**src/rtl/dbg_exec_tracer_if.sv**
```systemverilog
// Execute-stage trace bus: core-side op fields in, ring peek and status out.
interface dbg_exec_tracer_if #(
  parameter int unsigned XLEN  = 64,
  parameter int unsigned DEPTH = 16
);
  localparam int unsigned AW = $clog2(DEPTH);

  logic            stall;
  logic [XLEN-1:0] pc;
  logic [4:0]      rd;
  logic [XLEN-1:0] result;
  logic [XLEN-1:0] data2;
  logic            bj_en;
  logic [XLEN-1:0] bj_pc;
  logic            wfi_op;
  logic [AW-1:0]   peek_idx;
  logic [XLEN-1:0] peek_pc;
  logic            peek_valid;
  logic [31:0]     retire_cnt;
  logic [1:0]      state;

  modport master (
    output stall, pc, rd, result, data2, bj_en, bj_pc, wfi_op, peek_idx,
    input  peek_pc, peek_valid, retire_cnt, state
  );

  modport slave (
    input  stall, pc, rd, result, data2, bj_en, bj_pc, wfi_op, peek_idx,
    output peek_pc, peek_valid, retire_cnt, state
  );
endinterface

```
**src/rtl/dbg_exec_tracer.sv**
```systemverilog
// Execute-stage debug tracer: last-DEPTH op ring, retire counter, WFI drain/dump/exit.
// Optional DBG_TRACE_BJ_ONLY_EN restricts capture and counting to taken branch/jump ops.
module dbg_exec_tracer #(
  parameter int unsigned     XLEN       = 64,
  parameter int unsigned     DEPTH      = 16,
  parameter int unsigned     EXIT_DELAY = 2,
  parameter logic [XLEN-1:0] PC_LO      = {XLEN{1'b0}},
  parameter logic [XLEN-1:0] PC_HI      = {XLEN{1'b1}}
) (
  input logic              clk,
  input logic              rst_n,
  dbg_exec_tracer_if.slave bus
);
  localparam int unsigned AW = $clog2(DEPTH);
  localparam int unsigned FW = AW + 1;

  typedef enum logic [1:0] {
    ST_RUN   = 2'd0,
    ST_DRAIN = 2'd1,
    ST_DUMP  = 2'd2,
    ST_DONE  = 2'd3
  } state_t;

  typedef struct packed {
    logic [XLEN-1:0] pc;
    logic [4:0]      rd;
    logic [XLEN-1:0] result;
    logic [XLEN-1:0] data2;
    logic            bj_en;
    logic [XLEN-1:0] bj_pc;
  } entry_t;

  state_t          state_r;
  state_t          state_nx_s;
  logic [AW-1:0]   wr_ptr_r;
  logic [FW-1:0]   fill_r;
  logic [31:0]     retire_cnt_r;
  logic [31:0]     drain_cnt_r;
  logic [31:0]     drain_nx_s;
  logic [AW-1:0]   dump_ptr_r;
  logic [AW-1:0]   dump_nx_s;
  entry_t          ring_r [DEPTH];

  logic            lo_ok_s;
  logic            hi_ok_s;
  logic            kind_ok_s;
  logic            capture_s;
  entry_t          entry_s;
  logic [AW-1:0]   peek_phys_s;
  logic [AW-1:0]   dump_idx_s;
  logic            peek_valid_s;

  // Open-ended window bounds are trivially true; skip the compare to avoid constant comparisons.
  if (PC_LO == {XLEN{1'b0}}) begin : g_lo_open
    assign lo_ok_s = 1'b1;
  end else begin : g_lo_cmp
    assign lo_ok_s = (bus.pc >= PC_LO);
  end

  if (PC_HI == {XLEN{1'b1}}) begin : g_hi_open
    assign hi_ok_s = 1'b1;
  end else begin : g_hi_cmp
    assign hi_ok_s = (bus.pc <= PC_HI);
  end

`ifdef DBG_TRACE_BJ_ONLY_EN
  assign kind_ok_s = bus.bj_en;
`else
  assign kind_ok_s = 1'b1;
`endif

  assign capture_s = (state_r == ST_RUN) && !bus.stall && lo_ok_s && hi_ok_s && kind_ok_s;

  assign entry_s = '{pc: bus.pc, rd: bus.rd, result: bus.result, data2: bus.data2,
                     bj_en: bus.bj_en, bj_pc: bus.bj_pc};

  // Oldest entry sits fill slots behind the write pointer; a full ring wraps onto wr_ptr itself.
  assign dump_idx_s   = wr_ptr_r - fill_r[AW-1:0] + dump_ptr_r;
  assign peek_phys_s  = wr_ptr_r - AW'(1) - bus.peek_idx;
  assign peek_valid_s = ({1'b0, bus.peek_idx} < fill_r);

  assign bus.peek_valid = peek_valid_s;
  assign bus.peek_pc    = peek_valid_s ? ring_r[peek_phys_s].pc : {XLEN{1'b0}};
  assign bus.retire_cnt = retire_cnt_r;
  assign bus.state      = state_r;

  // Ring storage; contents are only meaningful below fill, so no reset is needed.
  always_ff @(posedge clk) begin
    if (capture_s) begin
      ring_r[wr_ptr_r] <= entry_s;
    end
  end

  // State, pointers and counters.
  always_ff @(posedge clk or negedge rst_n) begin
    if (!rst_n) begin
      state_r      <= ST_RUN;
      wr_ptr_r     <= {AW{1'b0}};
      fill_r       <= {FW{1'b0}};
      retire_cnt_r <= 32'd0;
      drain_cnt_r  <= 32'd0;
      dump_ptr_r   <= {AW{1'b0}};
    end else begin
      state_r     <= state_nx_s;
      drain_cnt_r <= drain_nx_s;
      dump_ptr_r  <= dump_nx_s;
      if (capture_s) begin
        wr_ptr_r     <= wr_ptr_r + AW'(1);
        retire_cnt_r <= retire_cnt_r + 32'd1;
        if (fill_r != FW'(DEPTH)) begin
          fill_r <= fill_r + FW'(1);
        end
      end
    end
  end

  // Next-state logic for the run / drain / dump / done sequence.
  always_comb begin
    state_nx_s = state_r;
    drain_nx_s = drain_cnt_r;
    dump_nx_s  = dump_ptr_r;
    case (state_r)
      ST_RUN: begin
        if (bus.wfi_op) begin
          state_nx_s = ST_DRAIN;
          drain_nx_s = 32'(EXIT_DELAY - 1);
        end else begin
          state_nx_s = ST_RUN;
        end
      end
      ST_DRAIN: begin
        if (drain_cnt_r == 32'd0) begin
          state_nx_s = ST_DUMP;
          dump_nx_s  = {AW{1'b0}};
        end else begin
          drain_nx_s = drain_cnt_r - 32'd1;
        end
      end
      ST_DUMP: begin
        if ((fill_r == {FW{1'b0}}) || ({1'b0, dump_ptr_r} == (fill_r - FW'(1)))) begin
          state_nx_s = ST_DONE;
        end else begin
          dump_nx_s = dump_ptr_r + AW'(1);
        end
      end
      ST_DONE: begin
        state_nx_s = ST_DONE;
      end
      default: begin
        state_nx_s = ST_RUN;
      end
    endcase
  end

`ifndef SYNTHESIS
  // Simulation-only console output: per-op trace, oldest-first dump, exit summary.
  always_ff @(posedge clk) begin
    if (rst_n) begin
      if (capture_s) begin
        $display("[exec] pc=%h rd=x%0d result=%h rs2=%h", bus.pc, bus.rd, bus.result, bus.data2);
        if (bus.bj_en) begin
          $display("[exec]   bj -> %h", bus.bj_pc);
        end
      end
      if ((state_r == ST_DUMP) && (fill_r != {FW{1'b0}})) begin
        $display("[hist] pc=%h rd=x%0d result=%h rs2=%h bj=%0d target=%h",
                 ring_r[dump_idx_s].pc, ring_r[dump_idx_s].rd, ring_r[dump_idx_s].result,
                 ring_r[dump_idx_s].data2, ring_r[dump_idx_s].bj_en, ring_r[dump_idx_s].bj_pc);
      end
      if (state_r == ST_DONE) begin
        $display("[exit] WFI reached, retired ops: %0d", retire_cnt_r);
        $finish;
      end
    end
  end
`endif

endmodule
```
**src/flat_wrapper.sv**
```systemverilog
// flat-port wrapper written by rule: the top's interface ports become plain ports
module dbg_exec_tracer_flat 
#(
  parameter int unsigned     XLEN       = 64,
  parameter int unsigned     DEPTH      = 16,
  parameter int unsigned     EXIT_DELAY = 2,
  parameter logic [XLEN-1:0] PC_LO      = {XLEN{1'b0}},
  parameter logic [XLEN-1:0] PC_HI      = {XLEN{1'b1}}
)
  (clk, rst_n, bus_stall, bus_pc, bus_rd, bus_result, bus_data2, bus_bj_en, bus_bj_pc, bus_wfi_op, bus_peek_idx, bus_peek_pc, bus_peek_valid, bus_retire_cnt, bus_state);
  dbg_exec_tracer_if #(.XLEN(XLEN), .DEPTH(DEPTH)) bus_i ();
  input logic clk;
  input logic rst_n;
  input wire logic [$bits(bus_i.stall)-1:0] bus_stall;
  input wire logic [$bits(bus_i.pc)-1:0] bus_pc;
  input wire logic [$bits(bus_i.rd)-1:0] bus_rd;
  input wire logic [$bits(bus_i.result)-1:0] bus_result;
  input wire logic [$bits(bus_i.data2)-1:0] bus_data2;
  input wire logic [$bits(bus_i.bj_en)-1:0] bus_bj_en;
  input wire logic [$bits(bus_i.bj_pc)-1:0] bus_bj_pc;
  input wire logic [$bits(bus_i.wfi_op)-1:0] bus_wfi_op;
  input wire logic [$bits(bus_i.peek_idx)-1:0] bus_peek_idx;
  output wire logic [$bits(bus_i.peek_pc)-1:0] bus_peek_pc;
  output wire logic [$bits(bus_i.peek_valid)-1:0] bus_peek_valid;
  output wire logic [$bits(bus_i.retire_cnt)-1:0] bus_retire_cnt;
  output wire logic [$bits(bus_i.state)-1:0] bus_state;
  assign bus_i.stall = bus_stall;
  assign bus_i.pc = bus_pc;
  assign bus_i.rd = bus_rd;
  assign bus_i.result = bus_result;
  assign bus_i.data2 = bus_data2;
  assign bus_i.bj_en = bus_bj_en;
  assign bus_i.bj_pc = bus_bj_pc;
  assign bus_i.wfi_op = bus_wfi_op;
  assign bus_i.peek_idx = bus_peek_idx;
  assign bus_peek_pc = bus_i.peek_pc;
  assign bus_peek_valid = bus_i.peek_valid;
  assign bus_retire_cnt = bus_i.retire_cnt;
  assign bus_state = bus_i.state;
  dbg_exec_tracer #(.XLEN(XLEN), .DEPTH(DEPTH), .EXIT_DELAY(EXIT_DELAY), .PC_LO(PC_LO), .PC_HI(PC_HI)) u_core (.clk(clk), .rst_n(rst_n), .bus(bus_i));
endmodule
```
**config.mk**
```make
export PLATFORM = sky130hd
export DESIGN_NAME = dbg_exec_tracer_flat
export DESIGN_NICKNAME = d
export VERILOG_FILES = /design/src/rtl/dbg_exec_tracer_if.sv /design/src/rtl/dbg_exec_tracer.sv /design/src/flat_wrapper.sv
export SDC_FILE = /design/constraint.sdc
export NUM_CORES = 1
export LEC_CHECK = 0
export BUFFER_PORTS_ARGS = -buffer_cell sky130_fd_sc_hd__clkbuf_2
export CORE_MARGIN = 2
export CORE_UTILIZATION = 50
export DETAILED_ROUTE_END_ITERATION = 10
export PLACE_DENSITY_LB_ADDON = 0.25
export SYNTH_ARGS = -nofsm -noshare
export SYNTH_HDL_FRONTEND = slang
export SYNTH_MEMORY_MAX_BITS = 65536
export SYNTH_SLANG_ARGS = --single-unit
```
**constraint.sdc**
```tcl
create_clock -name clk -period 3.1 [get_ports clk]
set_input_delay 0.155 -clock clk [delete_from_list [all_inputs] [get_ports clk]]
set_output_delay 0.155 -clock clk [all_outputs]
set_load 0.05 [all_outputs]
```
==> impl_metrics.tcl <==
set metrics [dict create \
    status "complete, but fails checks" \
    async_reset_ff_share_pct 7.16 \
    h-tree-depth 3 \
    syn_to_final_growth_pct 22.4 \
    clk_pin_slew_ns 0.06 \
    synth_top_flop_cell "edfxtp_1" \
    rows 107 \
    syn-cell-area_um2 43300 \
    synth_top_area_cell "edfxtp_1" \
    drive_above_1_share_pct 37.5 \
    cp_max_fo 21 \
    gp_congestion 0.776 \
    num_vias 22400 \
    synth_cell_types 49 \
    final_core_util_pct 62.0 \
    final_area_um2 52900 \
    maxSlewHeadroom_pct 31.7 \
    cts_made_buffers 110 \
    cp.arrival_ns 3.61 \
    synthSimpleGateAreaFrac_pct 3.13 \
    syn_nets 2366 \
    die-area_um2 88900 \
    start_util_pct 50.6 \
    worst_slew_pin_slew_ns 1.02 \
    grt_pass1_vias 23300 \
    worstReg2RegStart "u_core.drain_cnt_r[0]$_DFFE_PN0P_" \
    grt_pass1_wl_um 147000 \
    wl_met2_um 49100 \
    ios 369 \
    globalRouteOverflowTotal 0 \
    synth.area.top_cells "edfxtp_1, mux4_2, dfrtp_1" \
    setup_viol 64 \
    coreArea_um2 85400 \
    synth_common_cells "edfxtp_1, mux4_2, a22oi_1" \
    rsz0062_at_grt "yes" \
    final_hold_viol_count 0 \
    grt_max_degree 80 \
    seqCellArea_um2 32700 \
    met1_length_um 40700 \
    drt-vias-per-instance 6.03 \
    slew_violations 0 \
    cts_sinks 1103 \
    yosysWarnings 0 \
    wl_met3_um 5490 \
    syn_area_per_cell_um2 20.8 \
    routed.top_layer "met5" \
    fin_crit_sh_pct 122 \
    path_class "reg2out" \
    wl_um 97200 \
    stdcell_count 3705 \
    synth_xor_area_share_pct 1.05 \
    synth-edff-count 1024 \
    power.total_mw 33.1 \
    max_freq_mhz 265 \
    ir_drop_mv 0.538 \
    fin_ws_ns -0.669 \
    synth_fa_ha_area_share_pct 0.480 \
    endpoint_kind "output pin" \
    hp-class "in2reg" \
    routedWlPerCell_um 26.2 \
    antenna_found_initial 4 \
    reg2regPathDepth 7 \
    nFillCells 5924 \
    synth.most_common_cell "edfxtp_1" \
    synth_top_area_share_pct 71.1 \
    layout.nets 2753 \
    gr-usage-all-layers_pct 22.0 \
    synth_mux_area_share_pct 15.3 \
    netlist_instances 2080 \
    rrSetupSlack_ns 0.32 \
    startpoint_type "register" \
    multi_input_area_um2 10900 \
    place_hpwl_um 54900 \
    violations "setup timing" \
    cts-root-buf "clkbuf_16" \
    drtAntennaViolNets 0 \
    fin_crit_ns 3.77 \
    clock_latency_ns 0.67 \
    drtPass1Iterations 5 \
    cp.required_ns 2.94 \
    ys_ff_latch 1103 \
    finClkSkew_ns 0.0293 \
    fp.dieW_um 298 \
    leakage_nw 17.5 \
    placed_cells 3408 \
    holdCritStartpoint "bus_stall" \
    synth-compound-area-share_pct 3.17 \
    dieHeight_um 298 \
    synth_top_family_by_area "multiplexers" \
    placed_area_um2 47400 \
    max-clock-path-buffers 3 \
    cts_tree "built" \
    min_to "u_core.bus.retire_cnt[3]$_DFFE_PN0P_" \
    ys_seq_area_share_pct 75.7 \
    drt_iter0_drc 1851 \
    port_buffers 170 \
    drc_errors 0 \
    whs_path_depth 6 \
    power.density_nw_per_um2 625 \
    cap_violations 0 \
    r2r-end "u_core.dump_ptr_r[1]$_DFFE_PN0P_" \
]
-- cell families (layout without fill, tap and decap cells) --
logic type | after synthesis | in the layout
compound gates | 188 | 189
xor+xnor | 52 | 52
fa+ha+maj | 16 | 16
buf+inv | 138 | 615
flops | 1103 | 1103
mux | 333 | 333
other cells | 0 | 3
simple gates | 250 | 250
-- final cells by class --
type / instances / area share, %
diodes: 3 / 0.0142
repair buffers: 396 / 8.12
multi-input cells: 840 / 20.5
inverters: 16 / 0.118
clock inverters: 61 / 1.12
clock buffers: 142 / 5.56
well taps: 1144 / 2.70
flip-flops and latches: 1103 / 61.8
-- repair_timing --
action	CTS	global route
pin swaps	16	4
setup endpoints to repair	64	65
gates cloned	3	2
setup buffers	17	3
hold buffers	66	0
gates resized for setup	215	56
hold endpoints to repair	1115	0
-- power breakdown --
group	switching, mW	internal, mW
clock	5.42	7.60
combinational	1.96	1.85
sequential	0.00276	16.3
-- how the worst max path moves through the flow --
stage,startpoint,endpoint,slack [ns],cells after the start
after detailed placement,u_core.wr_ptr_r[0]$_DFFE_PN0P_,bus_peek_pc[23],-0.1,9
final,u_core.wr_ptr_r[0]$_DFFE_PN0P_,bus_peek_pc[46],-0.67,9
after global routing,u_core.wr_ptr_r[0]$_DFFE_PN0P_,bus_peek_pc[46],-0.76,9
after CTS,u_core.wr_ptr_r[0]$_DFFE_PN0P_,bus_peek_pc[62],-0.74,9
after global placement,u_core.wr_ptr_r[0]$_DFFE_PN0P_,bus_peek_pc[62],-0.11,9
after floorplan,u_core.wr_ptr_r[0]$_DFFE_PN0P_,bus_peek_pc[43],-0.07,8
-- critical path, stage by stage (launching register included) --
cell and delay (ns):
dfrtp_1 0.41, ha_4 0.17, fa_4 0.81, buf_12 0.18, buf_12 0.19, mux4_2 0.31
mux2_2 0.30, a22oi_1 0.23, a22oi_2 0.09, clkbuf_4 0.23
-- state kept, by name, summed over array words and instances (netlist names) --
signal	cells
u_core.ring_r	1024
u_core.bus.retire_cnt	32
u_core.drain_cnt_r	32
u_core.fill_r	5
u_core.dump_ptr_r	4
u_core.wr_ptr_r	4
u_core.bus.state	2
-- metrics by stage --
| stage | hold slack, ns | setup TNS (ns) | setup WS (ns) |
|---|---|---|---|
| 6_report | 0.169 | -37.29 | -0.669 |
| 5_1_grt | 0.160 | -43.43 | -0.760 |
| 4_1_cts | 0.124 | -41.44 | -0.737 |
| 3_5_place_dp | 0.388 | -1.75 | -0.0954 |
| 3_3_place_gp | 0.359 | -1.38 | -0.105 |
| 2_1_floorplan | -0.141 | -0.750 | -0.0679 |
-- cells in the final DEF (no fill, tap or decap), drive strengths merged, types with 9 or more instances in the layout --
cell            n
nor3           16
or4            13
and3            9
nand2          34
nor2           23
nand4          11
clkinv         42
a22oi         128
clkbuf        269
ha             15
a21oi          13
mux4          256
xnor2          33
xor2           19
or3            24
nor4            9
edfxtp       1024
nand3          73
inv            21
o21ai          11
dfrtp          79
and2           19
mux2           66
buf           202
dlygate4sd3    66
bufinv         11
mux2i          11
-- layer usage --
layer / global-route usage (%) / up-vias
met1: 30.6 / 12000
met5: 0 / -
met2: 37.0 / 719
met4: 5.08 / 2
li1: - / 9520
met3: 3.48 / 156
(Power assumes the default switching activity.)
